$ cat src/rtl/prefetch_fetch_pkg.sv
// Shared types for the prefetching IF stage: redirect selectors, CSR views and
// the 65-bit fetch entry carried through the response buffer.
package prefetch_fetch_pkg;

   typedef enum logic [1:0] {
      PC_BRANCH = 2'd0,
      PC_MEPC   = 2'd1,
      PC_TRAP   = 2'd2
   } pc_sel_t;

   typedef enum logic [1:0] {
      MTVEC_DIRECT   = 2'd0,
      MTVEC_VECTORED = 2'd1
   } mtvec_mode_t;

   typedef struct packed {
      logic [29:0] base;
      mtvec_mode_t mode;
   } mtvec_t;

   typedef struct packed {
      logic        irq;
      logic [30:0] code;
   } mcause_t;

   localparam int FETCH_ENTRY_W = 65;

   typedef struct packed {
      logic [31:0] instr;
      logic [31:0] pc;
      logic        err;
   } fetch_entry_t;

   // Only interrupts are vectored; synchronous traps always land on the base.
   function automatic logic [31:0] trap_target(input mtvec_t tv, input mcause_t mc);
      logic [31:0] t;
      t = {tv.base, 2'b00};
      if (tv.mode == MTVEC_VECTORED && mc.irq)
         t = t + (32'(mc.code) << 2);
      return t;
   endfunction

endpackage

$ cat src/rtl/wishbone_if.sv
// Pipelined Wishbone bus bundle, read-only usage by the fetch unit.
interface wishbone_if;
   logic        cyc;
   logic        stb;
   logic [31:0] adr;
   logic [3:0]  sel;
   logic        we;
   logic        ack;
   logic        err;
   logic        stall;
   logic [31:0] rdata;

   modport MASTER (output cyc, stb, adr, sel, we, input ack, err, stall, rdata);
   modport SLAVE  (input cyc, stb, adr, sel, we, output ack, err, stall, rdata);
endinterface

$ cat src/rtl/fetch_fifo.sv
// Synchronous FIFO with clear; used as the response buffer and the in-flight
// PC queue. Push while full is accepted only when a pop frees a slot the same cycle.
module fetch_fifo #(
   parameter int  WIDTH = 8,
   parameter int  DEPTH = 4,
   localparam int AW    = (DEPTH > 1) ? $clog2(DEPTH) : 1,
   localparam int CW    = $clog2(DEPTH + 1)
) (
   input  logic             clk_i,
   input  logic             rst_i,
   input  logic             clear_i,
   input  logic             push_i,
   input  logic [WIDTH-1:0] data_i,
   input  logic             pop_i,
   output logic [WIDTH-1:0] data_o,
   output logic             full_o,
   output logic             empty_o,
   output logic [CW-1:0]    count_o
);

   logic [WIDTH-1:0] r_mem [DEPTH];
   logic [AW-1:0]    r_wr;
   logic [AW-1:0]    r_rd;
   logic [CW-1:0]    r_count;
   logic             w_push;
   logic             w_pop;

   function automatic logic [AW-1:0] nxt(input logic [AW-1:0] p);
      return (p == AW'(DEPTH - 1)) ? '0 : p + AW'(1);
   endfunction

   assign full_o  = (r_count == CW'(DEPTH));
   assign empty_o = (r_count == '0);
   assign w_pop   = pop_i && !empty_o;
   assign w_push  = push_i && (!full_o || w_pop);
   assign data_o  = r_mem[r_rd];
   assign count_o = r_count;

   always_ff @(posedge clk_i) begin
      if (rst_i || clear_i) begin
         r_wr    <= '0;
         r_rd    <= '0;
         r_count <= '0;
      end else begin
         if (w_push) r_wr <= nxt(r_wr);
         if (w_pop)  r_rd <= nxt(r_rd);
         case ({w_push, w_pop})
            2'b10:   r_count <= r_count + CW'(1);
            2'b01:   r_count <= r_count - CW'(1);
            default: ;
         endcase
      end
   end

   always_ff @(posedge clk_i) begin
      if (w_push && !clear_i) r_mem[r_wr] <= data_i;
   end

endmodule

$ cat src/rtl/prefetch_fetch.sv
// Prefetching IF stage: pipelined Wishbone reads with credit-based issue,
// response FIFO, stale-response discard on redirect, and the IF/ID register.
module prefetch_fetch
   import prefetch_fetch_pkg::*;
#(
   parameter int          DEPTH           = 4,
   parameter int          MAX_OUTSTANDING = 2,
   parameter logic [31:0] RESET_PC        = 32'h0000_0000
) (
   input  logic        clk_i,
   input  logic        rst_i,
   wishbone_if.MASTER  wb_if,
   output logic        valid_o,
   output logic [31:0] instr_o,
   output logic [31:0] pc_o,
   output logic        fetch_err_o,
   input  logic        stall_i,
   input  logic        flush_i,
   input  logic        new_pc_en_i,
   input  pc_sel_t     pc_sel_i,
   input  logic [31:0] branch_target_i,
   input  logic [31:0] csr_mepc_i,
   input  mtvec_t      mtvec_i,
   input  mcause_t     mcause_i
);

   localparam int CW = $clog2(DEPTH + 1);
   localparam int OW = $clog2(MAX_OUTSTANDING + 1);
   localparam logic [CW-1:0] DEPTH_C = CW'(DEPTH);
   localparam logic [CW:0]   DEPTH_L = (CW + 1)'(DEPTH);
   localparam logic [OW-1:0] MAX_L   = OW'(MAX_OUTSTANDING);

   logic [31:0]   r_fetch_pc;
   logic [OW-1:0] r_outstanding;
   logic [OW-1:0] r_discard;
   logic          r_valid;
   logic [31:0]   r_instr;
   logic [31:0]   r_pc;
   logic          r_err;

   logic [31:0]   w_target;
   logic [CW:0]   w_inflight;
   logic          w_stb;
   logic          w_accept;
   logic          w_resp;
   logic          w_keep;
   logic          w_load;
   logic          w_head_vld;
   logic          w_push;
   logic          w_pop;
   fetch_entry_t  w_resp_entry;
   fetch_entry_t  w_fifo_head;
   fetch_entry_t  w_head;
   logic          w_fifo_full;
   logic          w_fifo_empty;
   logic [CW-1:0] w_count;
   logic [31:0]   w_pcq_head;
   logic          w_pcq_full;
   logic          w_pcq_empty;
   logic [OW-1:0] w_pcq_count;

   always_comb begin
      w_target = branch_target_i;
      case (pc_sel_i)
         PC_BRANCH: w_target = branch_target_i;
         PC_MEPC:   w_target = csr_mepc_i;
         PC_TRAP:   w_target = trap_target(mtvec_i, mcause_i);
         default:   w_target = branch_target_i;
      endcase
   end

   // Credit rule: every issued read already owns a FIFO slot, so pushes never overflow.
   assign w_inflight = (CW + 1)'(w_count) + (CW + 1)'(r_outstanding);
   assign w_stb      = !rst_i && !new_pc_en_i && (w_inflight < DEPTH_L) &&
                       (r_outstanding < MAX_L);
   assign w_accept   = w_stb && !wb_if.stall;
   assign w_resp     = !rst_i && (r_outstanding != '0) && (wb_if.ack || wb_if.err);
   assign w_keep     = w_resp && (r_discard == '0) && !new_pc_en_i;

   assign wb_if.cyc = !rst_i && (w_stb || (r_outstanding != '0));
   assign wb_if.stb = w_stb;
   assign wb_if.adr = r_fetch_pc;
   assign wb_if.sel = 4'hF;
   assign wb_if.we  = 1'b0;

   assign w_resp_entry = '{instr: wb_if.rdata, pc: w_pcq_head, err: wb_if.err};

   // An empty FIFO lets a fresh response go straight into IF/ID.
   assign w_load     = !new_pc_en_i && !flush_i && !stall_i;
   assign w_head_vld = !w_fifo_empty || w_keep;
   assign w_head     = w_fifo_empty ? w_resp_entry : w_fifo_head;
   assign w_pop      = w_load && !w_fifo_empty;
   assign w_push     = w_keep && !(w_load && w_fifo_empty);

   fetch_fifo #(.WIDTH(FETCH_ENTRY_W), .DEPTH(DEPTH)) u_resp_fifo (
      .clk_i   (clk_i),
      .rst_i   (rst_i),
      .clear_i (new_pc_en_i),
      .push_i  (w_push),
      .data_i  (w_resp_entry),
      .pop_i   (w_pop),
      .data_o  (w_fifo_head),
      .full_o  (w_fifo_full),
      .empty_o (w_fifo_empty),
      .count_o (w_count)
   );

   // Tracks the PC of every read on the bus, stale ones included, so it
   // stays aligned with the response order across redirects.
   fetch_fifo #(.WIDTH(32), .DEPTH(MAX_OUTSTANDING)) u_pc_queue (
      .clk_i   (clk_i),
      .rst_i   (rst_i),
      .clear_i (1'b0),
      .push_i  (w_accept),
      .data_i  (r_fetch_pc),
      .pop_i   (w_resp),
      .data_o  (w_pcq_head),
      .full_o  (w_pcq_full),
      .empty_o (w_pcq_empty),
      .count_o (w_pcq_count)
   );

   always_ff @(posedge clk_i) begin
      if (rst_i) begin
         r_fetch_pc    <= RESET_PC;
         r_outstanding <= '0;
         r_discard     <= '0;
      end else begin
         if (new_pc_en_i)   r_fetch_pc <= w_target;
         else if (w_accept) r_fetch_pc <= r_fetch_pc + 32'd4;

         case ({w_accept, w_resp})
            2'b10:   r_outstanding <= r_outstanding + OW'(1);
            2'b01:   r_outstanding <= r_outstanding - OW'(1);
            default: ;
         endcase

         if (new_pc_en_i)
            r_discard <= r_outstanding - OW'(w_resp);
         else if (w_resp && r_discard != '0)
            r_discard <= r_discard - OW'(1);
      end
   end

   always_ff @(posedge clk_i) begin
      if (rst_i) begin
         r_valid <= 1'b0;
         r_instr <= '0;
         r_pc    <= '0;
         r_err   <= 1'b0;
      end else if (new_pc_en_i || flush_i) begin
         r_valid <= 1'b0;
      end else if (!stall_i) begin
         r_valid <= w_head_vld;
         if (w_head_vld) begin
            r_instr <= w_head.instr;
            r_pc    <= w_head.pc;
            r_err   <= w_head.err;
         end
      end
   end

   assign valid_o     = r_valid;
   assign instr_o     = r_instr;
   assign pc_o        = r_pc;
   assign fetch_err_o = r_err;

   always_ff @(posedge clk_i) begin
      if (!rst_i) begin
         a_count:    assert (w_count <= DEPTH_C);
         a_out:      assert (r_outstanding <= MAX_L);
         a_discard:  assert (r_discard <= r_outstanding);
         a_pcq:      assert (w_pcq_count == r_outstanding);
         a_no_ovf:   assert (!(w_push && w_fifo_full && !w_pop));
         a_pcq_ovf:  assert (!(w_accept && w_pcq_full));
         a_pcq_udf:  assert (!(w_resp && w_pcq_empty));
      end
   end

endmodule

$ cat src/flat_wrapper.sv
// flat-port wrapper written by rule: the top's interface ports become plain ports
module prefetch_fetch_flat import prefetch_fetch_pkg::*;
#(
   parameter int          DEPTH           = 4,
   parameter int          MAX_OUTSTANDING = 2,
   parameter logic [31:0] RESET_PC        = 32'h0000_0000
)
  (clk_i, rst_i, valid_o, instr_o, pc_o, fetch_err_o, stall_i, flush_i, new_pc_en_i, pc_sel_i, branch_target_i, csr_mepc_i, mtvec_i, mcause_i, wb_if_cyc, wb_if_stb, wb_if_adr, wb_if_sel, wb_if_we, wb_if_ack, wb_if_err, wb_if_stall, wb_if_rdata);
  wishbone_if wb_if_i ();
  input  logic clk_i;
  input  logic rst_i;
  output logic valid_o;
  output logic [31:0] instr_o;
  output logic [31:0] pc_o;
  output logic fetch_err_o;
  input  logic stall_i;
  input  logic flush_i;
  input  logic new_pc_en_i;
  input  pc_sel_t pc_sel_i;
  input  logic [31:0] branch_target_i;
  input  logic [31:0] csr_mepc_i;
  input  mtvec_t mtvec_i;
  input  mcause_t mcause_i;
  output wire logic [$bits(wb_if_i.cyc)-1:0] wb_if_cyc;
  output wire logic [$bits(wb_if_i.stb)-1:0] wb_if_stb;
  output wire logic [$bits(wb_if_i.adr)-1:0] wb_if_adr;
  output wire logic [$bits(wb_if_i.sel)-1:0] wb_if_sel;
  output wire logic [$bits(wb_if_i.we)-1:0] wb_if_we;
  input wire logic [$bits(wb_if_i.ack)-1:0] wb_if_ack;
  input wire logic [$bits(wb_if_i.err)-1:0] wb_if_err;
  input wire logic [$bits(wb_if_i.stall)-1:0] wb_if_stall;
  input wire logic [$bits(wb_if_i.rdata)-1:0] wb_if_rdata;
  assign wb_if_cyc = wb_if_i.cyc;
  assign wb_if_stb = wb_if_i.stb;
  assign wb_if_adr = wb_if_i.adr;
  assign wb_if_sel = wb_if_i.sel;
  assign wb_if_we = wb_if_i.we;
  assign wb_if_i.ack = wb_if_ack;
  assign wb_if_i.err = wb_if_err;
  assign wb_if_i.stall = wb_if_stall;
  assign wb_if_i.rdata = wb_if_rdata;
  prefetch_fetch #(.DEPTH(DEPTH), .MAX_OUTSTANDING(MAX_OUTSTANDING), .RESET_PC(RESET_PC)) u_core (.clk_i(clk_i), .rst_i(rst_i), .wb_if(wb_if_i), .valid_o(valid_o), .instr_o(instr_o), .pc_o(pc_o), .fetch_err_o(fetch_err_o), .stall_i(stall_i), .flush_i(flush_i), .new_pc_en_i(new_pc_en_i), .pc_sel_i(pc_sel_i), .branch_target_i(branch_target_i), .csr_mepc_i(csr_mepc_i), .mtvec_i(mtvec_i), .mcause_i(mcause_i));
endmodule
$ cat config.mk
export PLATFORM = sky130hd
export DESIGN_NAME = prefetch_fetch_flat
export DESIGN_NICKNAME = d
export VERILOG_FILES = /design/src/rtl/prefetch_fetch_pkg.sv /design/src/rtl/wishbone_if.sv /design/src/rtl/fetch_fifo.sv /design/src/rtl/prefetch_fetch.sv /design/src/flat_wrapper.sv
export SDC_FILE = /design/constraint.sdc
export NUM_CORES = 1
export LEC_CHECK = 0
export ABC_AREA = 1
export BUFFER_PORTS_ARGS = -buffer_cell sky130_fd_sc_hd__buf_2
export CAP_MARGIN = 0
export CORE_ASPECT_RATIO = 0.75
export CORE_UTILIZATION = 55
export CTS_CLUSTER_SIZE = 30
export DETAILED_ROUTE_END_ITERATION = 7
export GPL_TIMING_DRIVEN = 0
export PLACE_DENSITY = 0.79
export SLEW_MARGIN = 10
export SYNTH_ARGS = -nofsm -noshare
export SYNTH_HDL_FRONTEND = slang
export SYNTH_HIERARCHICAL = 1
export SYNTH_SLANG_ARGS = --single-unit
$ cat constraint.sdc
create_clock -name clk_i -period 9.5 [get_ports clk_i]
set_input_delay 0.95 -clock clk_i [delete_from_list [all_inputs] [get_ports clk_i]]
set_output_delay 0.95 -clock clk_i [all_outputs]
set_load 0.02 [all_outputs]
# [Word level (Yosys, flattened, before mapping)]
# Memories as Yosys holds them, arrays and structs flattened. A register that Yosys moved wholly into a read port is not among the register bits.
# Cells that the tools add are included.
# W data, S select, Z words.
[totals] register_bits=113 latch_bits=0 ram_bits=324 romBits=0 inputBits=170 output_inout_bits=105 word_cells=119 n_memories=2
[classes] addsub=15 multipliers=0 n_div=0 n_lt_le_gt_ge=2 eq_ne=13 n_shift=0 n_mux=22 n_bitwise=2 n_reduce_logical=50
[mem_list] name="u_core.u_resp_fifo.r_mem" words=4 width=65 read_ports=1 rd_clocked_by_memory_dff=1 write_ports=1 line="fetch_fifo.sv:21" rtl="logic [WIDTH-1:0] r_mem [DEPTH];"
[mem_list] name="u_core.u_pc_queue.r_mem" words=2 width=32 read_ports=1 rd_clocked_by_memory_dff=1 write_ports=1 line="fetch_fifo.sv:21"
[op_table] cell="$mux W32" count=3
[op_table] cell="$mux W65" count=1
[op_table] cell="$pmux W32 S2" count=1
[op_table] cell="$add A32 B3 Y32 const B" count=1
[op_table] cell="$add A32 B32 Y32" count=1
[op_table] cell="$logic_and A1 B1 Y1" count=21
[op_table] cell="$eq A2 B2 Y1 const B" count=7
[op_table] cell="$reduce_bool A2 Y1" count=7
[op_table] cell="$mux W2" count=6
[op_table] cell="$eq A2 B1 Y1 const B" count=5
[op_table] cell="$logic_not A1 Y1" count=10
[op_table] cell="$add A2 B1 Y2 const B" count=4
[op_table] cell="$mux W1" count=8
[op_table] cell="$pmux W2 S2" count=2
[op_table] cell="$logic_or A1 B1 Y1" count=7
[op_table] cell="$pmux W3 S2" count=1
[op_table] cell="$sub A2 B1 Y2 const B" count=3
[op_table] cell="$add A3 B2 Y4" count=1
[op_table] cell="$logic_not A2 Y1" count=2
[op_table] cell="$lt A4 B3 Y1 const B" count=1
[op_table] cell="$add A3 B1 Y3 const B" count=1
[op_table] cell="$eq A3 B3 Y1 const B" count=1
[op_table] cell="$logic_not A3 Y1" count=1
[op_table] cell="$reduce_and A3 Y1" count=1
[op_table] cell="other kinds (6)" count=8

# [Logic depth before layout (Yosys ltp)]
[logic_depth] ltp_word=10 ltp_mapped=19 depth_no_buf=16

# [Hierarchy]
# The synthesis kept the hierarchy.
[by_module_without_submodules] module="fetch_fifo (u_core.u_resp_fifo)" instances=1 cells_each=702 area_per_inst_um2=10468.8 seq_area_each_um2=7987.7
[by_module_without_submodules] module="prefetch_fetch" instances=1 cells_each=1471 area_per_inst_um2=8560.7 seq_area_each_um2=2042.0
[by_module_without_submodules] module="fetch_fifo (u_core.u_pc_queue)" instances=1 cells_each=137 area_per_inst_um2=2563.7 seq_area_each_um2=2021.9

# [Worst setup path before layout]
# Ideal clock, no wire load.
[synth_path] kind="input -> register" startpoint="input rst_i" endpoint="memory u_core/u_resp_fifo/r_mem[0][0] (netlist bit) (enable)" setup_ns=0.489 arrival_ns=4.698 required_time_ns=9.011 slack_ns=4.313 cell_stages=7 path_buffers=0 path_cell_list="inv_1 o21ai_1 nor2_2 nand3_1 a21oi_1 nand3b_1 nor2_1"
[synth_between] elab_chain_cells=10
[synth_rtl] element="start, declared" line="flat_wrapper.sv:11" rtl="input logic rst_i;"
[synth_rtl] element="$logic_not A1 Y1" line="prefetch_fetch.sv:77" rtl="assign w_resp = !rst_i && (r_outstanding != '0) && (wb_if.ack || wb_if.err);"
[synth_rtl] element="$logic_and A1 B1 Y1 (2 in series)" line="prefetch_fetch.sv:77"
[synth_rtl] element="net u_core.w_resp" line="prefetch_fetch.sv:45" rtl="logic w_resp;"
[synth_rtl] element="$logic_and A1 B1 Y1 (2 in series)" line="prefetch_fetch.sv:78" rtl="assign w_keep = w_resp && (r_discard == '0) && !new_pc_en_i;"
[synth_rtl] element="$logic_and A1 B1 Y1" line="prefetch_fetch.sv:93" rtl="assign w_push = w_keep && !(w_load && w_fifo_empty);"
[synth_rtl] element="net u_core.w_push" line="prefetch_fetch.sv:49" rtl="logic w_push;"
[synth_rtl] element="$logic_and A1 B1 Y1" line="fetch_fifo.sv:35" rtl="assign w_push = push_i && (!full_o || w_pop);"
[synth_rtl] element="$logic_and A1 B1 Y1" line="fetch_fifo.sv:56" rtl="if (w_push && !clear_i) r_mem[r_wr] <= data_i;"
[synth_rtl] element="$mux W1" line="fetch_fifo.sv:56"
[synth_rtl] element="$mux W1 (implied by the code)" line="fetch_fifo.sv:56"
[synth_rtl] element="end, declared" line="fetch_fifo.sv:21"
# The timed path passes the listed nets, and every way through them passes these cells.

# [Worst setup path in the final report]
[layout_path] startpoint="register u_core.u_resp_fifo.r_count[1] (netlist: u_core/u_resp_fifo/count_o[1])" endpoint="memory u_core/u_resp_fifo/r_mem[0][29] (netlist bit) (enable)"
[layout_between] elab_chain_cells=9 elab_cells_between_ends=14 cone_classes="eq/ne (1); mux (2); reduce/logical (11)"
[layout_rtl] element="start, declared" line="fetch_fifo.sv:24" rtl="logic [CW-1:0] r_count;"
[layout_rtl] element="start signal, assigned" line="fetch_fifo.sv:48" rtl="2'b10: r_count <= r_count + CW'(1);"
[layout_rtl] element="start signal, assigned" line="fetch_fifo.sv:49" rtl="2'b01: r_count <= r_count - CW'(1);"
[layout_rtl] element="$logic_not A3 Y1" line="fetch_fifo.sv:33" rtl="assign empty_o = (r_count == '0);"
[layout_rtl] element="net u_core.w_fifo_empty" line="prefetch_fetch.sv:55" rtl="logic w_fifo_empty;"
[layout_rtl] element="$logic_not A1 Y1" line="prefetch_fetch.sv:92" rtl="assign w_pop = w_load && !w_fifo_empty;"
[layout_rtl] element="$logic_and A1 B1 Y1" line="prefetch_fetch.sv:92"
[layout_rtl] element="net u_core.w_pop" line="prefetch_fetch.sv:50" rtl="logic w_pop;"
[layout_rtl] element="$logic_and A1 B1 Y1" line="fetch_fifo.sv:34" rtl="assign w_pop = pop_i && !empty_o;"
[layout_rtl] element="$logic_or A1 B1 Y1" line="fetch_fifo.sv:35"
[layout_rtl] element="$logic_and A1 B1 Y1" line="fetch_fifo.sv:35"
[layout_rtl] element="$logic_and A1 B1 Y1" line="fetch_fifo.sv:56"
[layout_rtl] element="$mux W1" line="fetch_fifo.sv:56"
[layout_rtl] element="$mux W1 (implied by the code)" line="fetch_fifo.sv:56"
# The timed path passes the listed nets, and every way through them passes these cells.

==> results.py <==
metrics = {
    "clock_tree": {
        "post-cts-setup-buffer-count": 0,
        "path_clk_slew_ps": 60,
        "clkLatencyLatePin_ps": 550,
        "root_buffer": "clkbuf_16",
        "cts_tree": "yes",
        "cts_max_level": 2,
        "cts_hold_buf": 0,
        "numClockSinks": 440,
        "cts_buffers": 40,
        "cts_resized": 0,
        "cts_buffer_depth": 3,
    },
    "placement": {
        "dpl.hpwl_um": 52700,
        "gp_congestion": 1.06,
        "placed_area_um2": 23800,
        "place_ws_ps": 5020,
        "port_buffers": 268,
    },
    "global_route": {
        "grt_overflow_total": 0,
        "grt_pass1_wl_um": 106000,
        "grt_start_max_net_pins": 28,
        "antenna_found_initial": 3,
        "grtUsageTotal": 0.353,
        "grt_pass1_vias": 17800,
    },
    "final_layout": {
        "final_nets": 2851,
        "areaGrowthSynthToFinish_pct": 16.5,
        "diodes": 0,
        "fillCellCount": 3150,
        "multiInputGateArea_um2": 8060,
        "register_area_um2": 12100,
        "drive_above_1_share": 0.187,
        "fin_area_um2": 25100,
    },
    "pwr": {
        "leakage_nw": 10.4,
        "power_density_nw_per_um2": 166,
        "peakVddDrop_v": 0.000128,
        "power_mw": 4.17,
    },
    "floorplan": {
        "die_x_um": 231,
        "ios": 275,
        "rows": 62,
        "dieHeight_um": 174,
        "dieArea_um2": 40000,
        "start_util": 0.561,
        "fp.coreArea_um2": 38500,
    },
    "routing": {
        "routedWlPerCell_um": 22.4,
        "drcViolationCount": 0,
        "ant_nets": 0,
        "drtIter0Drc": 2403,
        "dr_total_vias": 18900,
        "drt_pass1_iterations": 6,
        "vias_per_cell": 5.94,
        "routed_wl_um": 71200,
    },
    "sta": {
        "whs_ps": 521,
        "rsz0062_at_grt": "false",
        "final-max-slew-violation-count": 0,
        "tns_ps": 0,
        "period_share": 0.492,
        "slew_headroom": 0.329,
        "worst_slack_ps": 4820,
        "hold_viol": 0,
        "finalClockSkew_ps": 13.2,
        "report.final.setup_viol": 0,
        "timing.fmax_ghz": 0.214,
        "tightest_slew_ps": 1010,
        "finalCriticalPeriod_ps": 4680,
    },
    "setup_path": {
        "critPathKind": "reg2reg",
        "worst_setup_path_end_kind": "flop",
        "worstSetupStartpointType": "flop",
        "worstPathRequired_ps": 9740,
        "critPathArrivalTime_ps": 4920,
        "crit_path_max_fanout": 23,
    },
    "min_path": {
        "hp-class": "reg2reg",
    },
    "yosys": {
        "netlist_instances": 2307,
        "netlist_area_um2": 21600,
        "avgSynthCellArea_um2": 9.35,
        "yosysWarnings": 6,
    },
    "status": {
        "status": "completed",
    },
    "run": {
        "drv_cap": 0,
    },
}
==> per-layer routing <==
| metal | wire [um] | vias to the layer above | global-route usage | part of all wire |
|---|---|---|---|---|
| li1 | - | 8548 | - | - |
| met1 | 31000 | 9084 | 0.540 | 0.44 |
| met2 | 30500 | 1155 | 0.516 | 0.43 |
| met3 | 8160 | 101 | 0.0702 | 0.11 |
| met4 | 1500 | 4 | 0.0792 | 0.021 |
| met5 | 21 | - | 0 | 0.00029 |
==> cell type report <==
type / instances / area share
buffer: 120 / 0.0259
clock buffer: 58 / 0.0456
clock inverter: 14 / 0.00587
inverter: 233 / 0.0351
multi-input combinational: 1520 / 0.321
sequential: 440 / 0.480
tap: 512 / 0.0255
timing repair buffer: 282 / 0.0618
==> where the power goes <==
group	leakage (nW)	internal [mW]	switching, mW
Sequential	3.86	2.08	0.0334
Combinational	5.87	0.136	0.300
Clock	0.634	0.921	0.697
==> cell usage in the layout, fill, tap and decap left out, types with 20 or more instances in the layout <==
master and instances:
nor2_1 325, edfxtp_1 324, nand2_1 312, buf_2 297
o21ai_0 240, a21oi_1 236, inv_1 222, dfxtp_1 116
clkbuf_1 74, nand3_1 62, o22ai_1 45, o21ai_1 44
ha_1 42, clkbuf_16 41, nor2_4 26, mux2_1 21
xor2_1 20, o22ai_2 20
==> sequential cells by signal, summed over array words and instances, names as in the netlist, 3 cells and up, named ones only <==
register	flops
u_core/instr_o	32
u_core/pc_o	32
u_core/u_pc_queue/r_mem	64
u_core/u_resp_fifo/count_o	3
u_core/u_resp_fifo/r_mem	260
u_core/wb_if.adr	32
==> worst max-delay path, cell delays in order (launching register included) <==
cell and delay (ps):
dfxtp_1 390, nor2_1 90, nand2_1 150, inv_1 110, clkbuf_1 340, clkbuf_1 450, clkbuf_1 440, nor2_1 380
inv_1 130, nand3_1 200, nand3b_1 350, nor2_4 770, buf_12 280, buf_12 210
==> per-stage QoR <==
step	util	instances
6_report	0.653	3179
5_1_grt	0.653	3179
2_1_floorplan	-	2313
3_3_place_gp	0.613	3093
4_1_cts	0.653	3179
3_5_place_dp	0.620	3107
==> path summary, 6_finish.rpt <==
| path | start | endpoint | slack (ps) | depth (start not counted) |
|---|---|---|---|---|
| hold reg to reg | u_core/u_pc_queue/r_rd | flop | 520 | 2 |
| setup / recovery | u_core/u_resp_fifo/count_o[1] | u_core/u_resp_fifo/r_mem[0][29] | 4820 | 13 |
| hold / removal | u_core/u_pc_queue/r_rd | flop | 520 | 2 |
| setup reg to reg | u_core/u_resp_fifo/count_o[1] | u_core/u_resp_fifo/r_mem[0][29] | 4820 | 13 |
(Power assumes the default switching activity.)
